$ cat src/rtl/mem_port_arbiter.sv
// mem_port_arbiter: shares one 16-bit memory port between instruction fetch and the LSU.
// Word data accesses are split into two halfword beats; byte/half accesses use lane enables.
// Loads are sign- or zero-extended; misaligned data accesses complete with an error and no
// memory traffic. All outputs are registered.
//
// Ports:
//   clk, rst              clock, synchronous active-low reset
//   fetch_*               fetch requester: req/addr in, gnt/valid pulses and halfword data out
//   lsu_*                 load/store requester: req/write/width/unsigned/addr/wdata in,
//                         gnt/done/err pulses and extended load data out
//   mem_*                 external memory port: req/write/addr/byte_en/wdata out,
//                         ready/rvalid/rdata in
module mem_port_arbiter #(
  parameter bit LsuPriority = 1'b1
) (
  input  logic        clk,
  input  logic        rst,
  input  logic        fetch_req,
  input  logic [31:0] fetch_addr,
  output logic        fetch_gnt,
  output logic        fetch_valid,
  output logic [15:0] fetch_data,
  input  logic        lsu_req,
  input  logic        lsu_write,
  input  logic [1:0]  lsu_width,
  input  logic        lsu_unsigned,
  input  logic [31:0] lsu_addr,
  input  logic [31:0] lsu_wdata,
  output logic        lsu_gnt,
  output logic        lsu_done,
  output logic        lsu_err,
  output logic [31:0] lsu_rdata,
  output logic        mem_req,
  output logic        mem_write,
  output logic [31:0] mem_addr,
  output logic [1:0]  mem_byte_en,
  output logic [15:0] mem_wdata,
  input  logic        mem_ready,
  input  logic        mem_rvalid,
  input  logic [15:0] mem_rdata
);

  localparam logic [1:0] WidthWord = 2'b01;
  localparam logic [1:0] WidthHalf = 2'b10;
  localparam logic [1:0] WidthByte = 2'b11;

  typedef enum logic [2:0] {
    StIdle, StFetchReq, StFetchWait, StLoReq, StLoWait, StHiReq, StHiWait, StDone
  } state_e;

  state_e      state_q, state_d;
  logic        write_q, write_d, uns_q, uns_d, mis_q, mis_d;
  logic [1:0]  width_q, width_d;
  logic [31:0] addr_q, addr_d, wdata_q, wdata_d;
  logic [15:0] lo_q, lo_d, hi_q, hi_d;

  logic        fetch_gnt_q, fetch_gnt_d, fetch_valid_q, fetch_valid_d;
  logic [15:0] fetch_data_q, fetch_data_d;
  logic        lsu_gnt_q, lsu_gnt_d, lsu_done_q, lsu_done_d, lsu_err_q, lsu_err_d;
  logic [31:0] lsu_rdata_q, lsu_rdata_d;
  logic        mem_req_q, mem_req_d, mem_write_q, mem_write_d;
  logic [31:0] mem_addr_q, mem_addr_d;
  logic [1:0]  mem_byte_en_q, mem_byte_en_d;
  logic [15:0] mem_wdata_q, mem_wdata_d;

  logic        sel_write, misaligned, pick_lsu, pick_fetch;
  logic [1:0]  sel_width;
  logic [31:0] sel_addr, sel_wdata, load_data;
  logic [7:0]  lane;

  always_comb begin
    // In IDLE the memory fields for the first beat come straight from the request inputs,
    // afterwards from the copy latched at grant.
    sel_write = (state_q == StIdle) ? lsu_write : write_q;
    sel_width = (state_q == StIdle) ? lsu_width : width_q;
    sel_addr  = (state_q == StIdle) ? lsu_addr  : addr_q;
    sel_wdata = (state_q == StIdle) ? lsu_wdata : wdata_q;

    unique case (lsu_width)
      WidthWord: misaligned = |lsu_addr[1:0];
      WidthHalf: misaligned = lsu_addr[0];
      default:   misaligned = 1'b0;
    endcase
    pick_lsu   = lsu_req && (LsuPriority || !fetch_req);
    pick_fetch = fetch_req && !pick_lsu;

    lane = addr_q[0] ? lo_q[15:8] : lo_q[7:0];
    unique case (width_q)
      WidthHalf: load_data = {{16{~uns_q & lo_q[15]}}, lo_q};
      WidthByte: load_data = {{24{~uns_q & lane[7]}}, lane};
      default:   load_data = {hi_q, lo_q};
    endcase
  end

  always_comb begin
    state_d       = state_q;
    write_d       = write_q;
    uns_d         = uns_q;
    mis_d         = mis_q;
    width_d       = width_q;
    addr_d        = addr_q;
    wdata_d       = wdata_q;
    lo_d          = lo_q;
    hi_d          = hi_q;
    fetch_gnt_d   = 1'b0;
    fetch_valid_d = 1'b0;
    fetch_data_d  = fetch_data_q;
    lsu_gnt_d     = 1'b0;
    lsu_done_d    = 1'b0;
    lsu_err_d     = 1'b0;
    lsu_rdata_d   = lsu_rdata_q;

    unique case (state_q)
      StIdle: begin
        if (pick_lsu) begin
          lsu_gnt_d = 1'b1;
          write_d   = lsu_write;
          uns_d     = lsu_unsigned;
          width_d   = lsu_width;
          addr_d    = lsu_addr;
          wdata_d   = lsu_wdata;
          mis_d     = misaligned;
          state_d   = misaligned ? StDone : StLoReq;
        end else if (pick_fetch) begin
          fetch_gnt_d = 1'b1;
          state_d     = StFetchReq;
        end
      end
      StFetchReq: if (mem_ready) state_d = StFetchWait;
      StFetchWait: begin
        if (mem_rvalid) begin
          fetch_data_d  = mem_rdata;
          fetch_valid_d = 1'b1;
          state_d       = StIdle;
        end
      end
      StLoReq: begin
        if (mem_ready) begin
          if (!write_q) begin
            state_d = StLoWait;
          end else if (width_q == WidthWord) begin
            state_d = StHiReq;
          end else begin
            // Writes report completion on the final accept; DONE only drains.
            lsu_done_d = 1'b1;
            state_d    = StDone;
          end
        end
      end
      StLoWait: begin
        if (mem_rvalid) begin
          lo_d    = mem_rdata;
          state_d = (width_q == WidthWord) ? StHiReq : StDone;
        end
      end
      StHiReq: begin
        if (mem_ready) begin
          if (write_q) begin
            lsu_done_d = 1'b1;
            state_d    = StDone;
          end else begin
            state_d = StHiWait;
          end
        end
      end
      StHiWait: begin
        if (mem_rvalid) begin
          hi_d    = mem_rdata;
          state_d = StDone;
        end
      end
      StDone: begin
        state_d = StIdle;
        // Loads and rejected accesses signal completion on leaving DONE.
        if (!write_q || mis_q) begin
          lsu_done_d = 1'b1;
          lsu_err_d  = mis_q;
          if (!write_q) lsu_rdata_d = mis_q ? 32'h0 : load_data;
        end
      end
      default: state_d = StIdle;
    endcase

    // Memory fields are registered from the next state so they are stable for the whole beat.
    mem_req_d     = 1'b0;
    mem_write_d   = 1'b0;
    mem_addr_d    = 32'h0;
    mem_byte_en_d = 2'b00;
    mem_wdata_d   = 16'h0;
    case (state_d)
      StFetchReq: begin
        mem_req_d     = 1'b1;
        mem_addr_d    = fetch_addr & ~32'd1;
        mem_byte_en_d = 2'b11;
      end
      StLoReq: begin
        mem_req_d   = 1'b1;
        mem_write_d = sel_write;
        mem_addr_d  = sel_addr & ~32'd1;
        if (sel_width == WidthByte) begin
          mem_byte_en_d = sel_addr[0] ? 2'b10 : 2'b01;
          mem_wdata_d   = {2{sel_wdata[7:0]}};
        end else begin
          mem_byte_en_d = 2'b11;
          mem_wdata_d   = sel_wdata[15:0];
        end
      end
      StHiReq: begin
        mem_req_d     = 1'b1;
        mem_write_d   = sel_write;
        mem_addr_d    = (sel_addr + 32'd2) & ~32'd1;
        mem_byte_en_d = 2'b11;
        mem_wdata_d   = sel_wdata[31:16];
      end
      default: ;
    endcase
  end

  always_ff @(posedge clk) begin
    if (!rst) begin
      state_q       <= StIdle;
      write_q       <= 1'b0;
      uns_q         <= 1'b0;
      mis_q         <= 1'b0;
      width_q       <= 2'b00;
      addr_q        <= 32'h0;
      wdata_q       <= 32'h0;
      lo_q          <= 16'h0;
      hi_q          <= 16'h0;
      fetch_gnt_q   <= 1'b0;
      fetch_valid_q <= 1'b0;
      fetch_data_q  <= 16'h0;
      lsu_gnt_q     <= 1'b0;
      lsu_done_q    <= 1'b0;
      lsu_err_q     <= 1'b0;
      lsu_rdata_q   <= 32'h0;
      mem_req_q     <= 1'b0;
      mem_write_q   <= 1'b0;
      mem_addr_q    <= 32'h0;
      mem_byte_en_q <= 2'b00;
      mem_wdata_q   <= 16'h0;
    end else begin
      state_q       <= state_d;
      write_q       <= write_d;
      uns_q         <= uns_d;
      mis_q         <= mis_d;
      width_q       <= width_d;
      addr_q        <= addr_d;
      wdata_q       <= wdata_d;
      lo_q          <= lo_d;
      hi_q          <= hi_d;
      fetch_gnt_q   <= fetch_gnt_d;
      fetch_valid_q <= fetch_valid_d;
      fetch_data_q  <= fetch_data_d;
      lsu_gnt_q     <= lsu_gnt_d;
      lsu_done_q    <= lsu_done_d;
      lsu_err_q     <= lsu_err_d;
      lsu_rdata_q   <= lsu_rdata_d;
      mem_req_q     <= mem_req_d;
      mem_write_q   <= mem_write_d;
      mem_addr_q    <= mem_addr_d;
      mem_byte_en_q <= mem_byte_en_d;
      mem_wdata_q   <= mem_wdata_d;
    end
  end

  assign fetch_gnt   = fetch_gnt_q;
  assign fetch_valid = fetch_valid_q;
  assign fetch_data  = fetch_data_q;
  assign lsu_gnt     = lsu_gnt_q;
  assign lsu_done    = lsu_done_q;
  assign lsu_err     = lsu_err_q;
  assign lsu_rdata   = lsu_rdata_q;
  assign mem_req     = mem_req_q;
  assign mem_write   = mem_write_q;
  assign mem_addr    = mem_addr_q;
  assign mem_byte_en = mem_byte_en_q;
  assign mem_wdata   = mem_wdata_q;

endmodule
$ cat config.mk
export PLATFORM = sky130hd
export DESIGN_NAME = mem_port_arbiter
export DESIGN_NICKNAME = d
export VERILOG_FILES = /design/src/rtl/mem_port_arbiter.sv
export SDC_FILE = /design/constraint.sdc
export NUM_CORES = 1
export LEC_CHECK = 0
export BUFFER_PORTS_ARGS = -buffer_cell sky130_fd_sc_hd__buf_2
export CORE_AREA = 10 10 149 151
export CTS_CLUSTER_SIZE = 40
export DETAILED_ROUTE_END_ITERATION = 6
export DIE_AREA = 0 0 159 161
export PLACE_DENSITY = 0.85
export SLEW_MARGIN = 20
export SYNTH_ARGS = -nofsm -noshare
export SYNTH_HDL_FRONTEND = slang
export SYNTH_SLANG_ARGS = --single-unit
$ cat constraint.sdc
create_clock -name clk -period 3.9 [get_ports clk]
set_clock_uncertainty 0.1 [all_clocks]
set_input_delay 0.585 -clock clk [delete_from_list [all_inputs] [get_ports clk]]
set_output_delay 0.585 -clock clk [all_outputs]
set_load 0.01 [all_outputs]
---- Word-level counts from Yosys, hierarchy flattened ----
Index checks and enable logic that the tools add are counted.
word-level totals
  output and inout bits ................... 105
  input bits .............................. 122
  register bits ........................... 209
  latch bits .............................. 0
  memory bits (writable) .................. 0
  ROM bits ................................ 0
  memories kept ........................... 0
operators by class
  equality and inequality tests ........... 16
  reduce and logical (&&, ||, !) cells .... 19
  div/mod/pow operators ................... 0
  multiplexer cells ....................... 38
  shift-type cells ........................ 0
  bitwise gates (word level) .............. 6
  magnitude comparators ................... 0
  $add $sub $neg .......................... 1
  multipliers ............................. 0
operators with widths
  cell                     count
  $mux W32                 3
  $pmux W32 S3             1
  $pmux W32 S2             1
  $add A32 B2 Y32 const B  1
  $pmux W16 S2             1
  $mux W3                  9
  $pmux W3 S8              1
  $mux W16                 1
  $eq A3 B3 Y1 const B     5
  $reduce_and A2 Y1        7
  $mux W1                  12
  $mux W2                  5
  $eq A3 B2 Y1 const B     3
  $eq A2 B2 Y1 const B     4
  $mux W8                  1
  $eq A3 B1 Y1 const B     2
  $reduce_and A3 Y1        2
  $reduce_or A2 Y1         3
  $reduce_or A3 Y1         2
  $eq A2 B1 Y1 const B     2
  $not A1 Y1               4
  $pmux W2 S2              1
  $logic_not A3 Y1         1
  $pmux W1 S3              1
  5 further kinds          7

---- Longest topological paths before layout ----
  word-level depth ........................ 8
  depth in mapped cells ................... 15
  mapped depth without buffers ............ 10

---- Worst setup path after synthesis ----
Ideal clock, no wire load.
  path type ............................... register to register
  from .................................... register state_q[2]
  to ...................................... register mem_addr_q[27], in the netlist mem_addr[27]
  cell stages (with the launch flop) ...... 15
  setup time .............................. 132 ps
  arrival time ............................ 3058 ps
  period minus slack after synthesis ...... 3290 ps
  slack ................................... 610 ps
  path buffers ............................ 4
  cell sequence ........................... dfxtp_1 > or3_1 > buf_6 > clkbuf_1 > buf_2 > buf_1 > nand2_1 > nand2_1 > ha_1 > nand2_1 > nor4_2 > o22ai_2 > nor3b_1 > xor2_1 > o32ai_1
between the ends
  cells in the longest elaborated chain, start to end .. 5
  elaborated cells on any way between the ends .. 23
RTL lines
  what                                                                     RTL line  RTL
  from (decl)                                                              51        state_e state_q, state_d;
  from (signal assigned)                                                   221       state_q <= StIdle;
  from (signal assigned)                                                   243       state_q <= state_d;
  parallel branches: the longest is 4 deep, another holds $add A32 B2 Y32  --
  $pmux W32 S3 (*)                                                         190       case (state_d)
  to (signal assigned)                                                     261       mem_addr_q <= mem_addr_d;
  to (decl)                                                                62        logic [31:0] mem_addr_q, mem_addr_d;
Mark *: on every way between the ends.
A chain may end at the register's enable or synchronous reset.

---- Final worst setup path ----
  from .................................... register state_q[0]
  to ...................................... register mem_addr_q[31], in the netlist mem_addr[31]
Same word-level chain as after synthesis.

==> results.cfg <==
[clock_network]
post_cts.resized_instances = 0
clk_latency_ps = 520
number_of_levels_in_the_clock_h_tree = 1
postCtsSetupRepairBufs = 0
clkSlewWorstSetupHoldPaths_ps = 60
clk_path_buf_depth = 3
hold_buffers = 0
cts_sinks = 208
cts_inserted_buffers = 23
tritoncts = done
clock-root-buffer = sky130_fd_sc_hd__clkbuf_16

[detailed_routing]
ant_nets = 0
vias = 10372
avgViaCountPerCell = 5.85
drt_wl_total_um = 33300
drc_errors = 0
detail_route.wl_per_cell_um = 18.8
initialDrtViolationCount = 1259
drtPass1Iterations = 5

[placement]
dp.cells = 1727
sum_of_net_half_perimeters_after_detailed_placement_um = 23200
io_buffer_count = 224
dp_slack_ps = 777
placed_cell_area_sq_um = 11500
place_congestion = 0.946

[floorplanning]
fp-row-count = 51
die_area_sq_um = 25600
core_region_area_sq_um = 19200
start_util_pct = 53.3
number_of_top_level_design_ports = 227
die_width_um = 159
floorplan.die.height_um = 161

[setup_path]
cp-end-kind = flop
cp.required_ps = 4200
reg2reg_setup_slack_ps = 730
worstSetupStartpointType = flop
startpoint_to_endpoint_class_of_the_critical_path = reg2reg
cp.arrival_ps = 3470
timing.critical_path.fanout_max = 20

[final_layout]
finish.instance_area_sq_um = 12200
final-seq-area_sq_um = 4160
layoutNonFillerInstCount = 1772
post_route_cells_drive_above_1_share_pct = 20.4
commonest_non_fill_non_tap_cell_in_the_layout = sky130_fd_sc_hd__nand2_1
nets = 1612
num-fill-cells = 1624
layout_common_cells = 370 x sky130_fd_sc_hd__nand2_1, 223 x sky130_fd_sc_hd__buf_2, 208 x sky130_fd_sc_hd__dfxtp_1
multi_input_gate_area_in_the_final_layout_sq_um = 5690
flow.area_growth_from_synthesis_pct = 19.5

[timing]
setup_tns_ps = 0
finalSetupViolCount = 0
period_share_pct = 81.2
layout_min_cycle_time_ps = 3170
post-route-worst-setup-slack_ps = 733
rsz_0062_raised_after_global_routing = false
tightestPinTransition_ps = 802
drv_slew = 0
max_freq_mhz = 316
number_of_endpoints_with_negative_hold_slack_in_the_final_report = 0
max_slew_margin_pct = 46.5

[synth]
synthesis.area_per_instance_sq_um = 7.84
synth_enable_flop_cells = 0
synth_cell_type_count = 75
postSynthRegisterBits = 208
synthesis.instances = 1306
dominantRegCellSynth = sky130_fd_sc_hd__dfxtp_1
synth.yosys.seq_area_share_pct = 40.7
syn-num-nets = 1431
synthesized_cell_area_sq_um = 10200
yosysWarningCount = 0
synth_largest_type_area_fraction_pct = 40.7
synth.area.top_cells = sky130_fd_sc_hd__dfxtp_1 41%, sky130_fd_sc_hd__nand2_1 14%, sky130_fd_sc_hd__a21boi_0 9.8%
postSynth.asyncResetShare_pct = 0
netlist.top_cell.by_area = sky130_fd_sc_hd__dfxtp_1

[power_and_ir_drop]
power_density_nw_per_um2 = 582
vdd.ir_drop.worst_mv = 0.406
total_power_mw = 7.12
standby_leakage_power_nw = 4.95

[global_routing]
first_global_vias = 9667
antenna_found_initial = 6
grt_max_degree = 105
global_route.overflow_total = 0
grt_first_pass_wirelength_um = 52000
groute.usage.overall_pct = 24.1

[outcome]
run_status = completed

[flow_run]
drv.max_cap_violation_count = 0

[worst_hold_path]
hold_path_class = in2reg
-- worst max-delay path: stages (launching register included) --
cell	delay (ps)
sky130_fd_sc_hd__dfxtp_1	830
sky130_fd_sc_hd__or3_2	270
sky130_fd_sc_hd__nand2_1	50
sky130_fd_sc_hd__nand2_1	130
sky130_fd_sc_hd__ha_1	300
sky130_fd_sc_hd__nand2_1	140
sky130_fd_sc_hd__nor4_4	410
sky130_fd_sc_hd__o22ai_2	250
sky130_fd_sc_hd__o31a_1	320
sky130_fd_sc_hd__o21ai_0	160
sky130_fd_sc_hd__a21oi_1	90
-- layer usage --
metal	vias to the layer above	share of wire, %	GRT usage, %
met5	-	0.069	0
met3	63	11	6.51
met4	4	2.3	6.78
met1	4858	42	32.0
li1	4894	-	-
met2	553	46	37.7
-- power breakdown --
| part | switching (mW) | total (mW) | leakage, nW | internal (mW) |
|---|---|---|---|---|
| clock network | 0.888 | 2.04 | 0.347 | 1.15 |
| logic | 1.61 | 2.48 | 2.92 | 0.873 |
| registers | 0.191 | 2.60 | 1.69 | 2.41 |
| total | 2.69 | 7.12 | 4.95 | 4.44 |
-- synthesized netlist by cell type (all sizes together), types with 6 or more instances --
library cell and n:
o22ai 7, nand2b 6, and2 20, dfxtp 208
inv 12, xor2 15, o211ai 13, nor4 10
nor2 41, nor3 19, o21ai 48, xnor2 7
o32ai 10, or3 8, and3 28, o21a 21
a211oi 10, a31oi 7, a311oi 8, nand2 372
nand3 39, a21oi 67, a21boi 135, mux2i 38
clkbuf 66, buf 24, nor2b 6, nand4 17
-- path summary, 6_finish.rpt --
| check | from | end | cells after the start |
|---|---|---|---|
| max reg2reg | state_q[0]$_SDFF_PN0_ | mem_addr[31]$_SDFF_PN0_ | 10 |
| max | state_q[0]$_SDFF_PN0_ | mem_addr[31]$_SDFF_PN0_ | 10 |
| min reg2reg | lsu_rdata[16]$_SDFFE_PN0P_ | lsu_rdata[16]$_SDFFE_PN0P_ | 2 |
| min | lsu_wdata[13] | wdata_q[13]$_SDFFE_PN0P_ | 3 |
-- flip-flops by register name, summed over array words and instances (netlist names), 2 cells and up --
| register | count |
|---|---|
| lsu_rdata | 32 |
| mem_wdata | 16 |
| state_q | 3 |
| addr_q | 32 |
| mem_addr | 31 |
| fetch_data | 16 |
| lo_q | 16 |
| wdata_q | 32 |
| mem_byte_en | 2 |
| width_q | 2 |
| hi_q | 16 |
-- through the flow --
stage	hold slack [ps]	utilization [%]
3_5_place_dp	353	60.0
4_1_cts	215	63.6
2_1_floorplan	340	-
3_3_place_gp	348	60.0
5_1_grt	222	63.7
6_report	226	63.7
-- layout make-up --
class / count / share of cell area [%]
multi-input combinational: 996 / 46.5
timing repair buffer: 246 / 10.6
inverter: 12 / 0.368
antenna: 4 / 0.0818
sequential: 208 / 34.0
clock inverter: 8 / 0.470
tap: 265 / 2.71
clock buffer: 33 / 5.26
-- cells by family after synthesis --
kind of cell    synth area share, %
fa+ha+maj                     0.367
compound gates                 23.5
simple gates                   25.4
flops                          40.7
other cells                  0.0366
mux                            3.93
xor+xnor                       1.88
buf+inv                        4.19
Power figures use the tool's default switching activity.
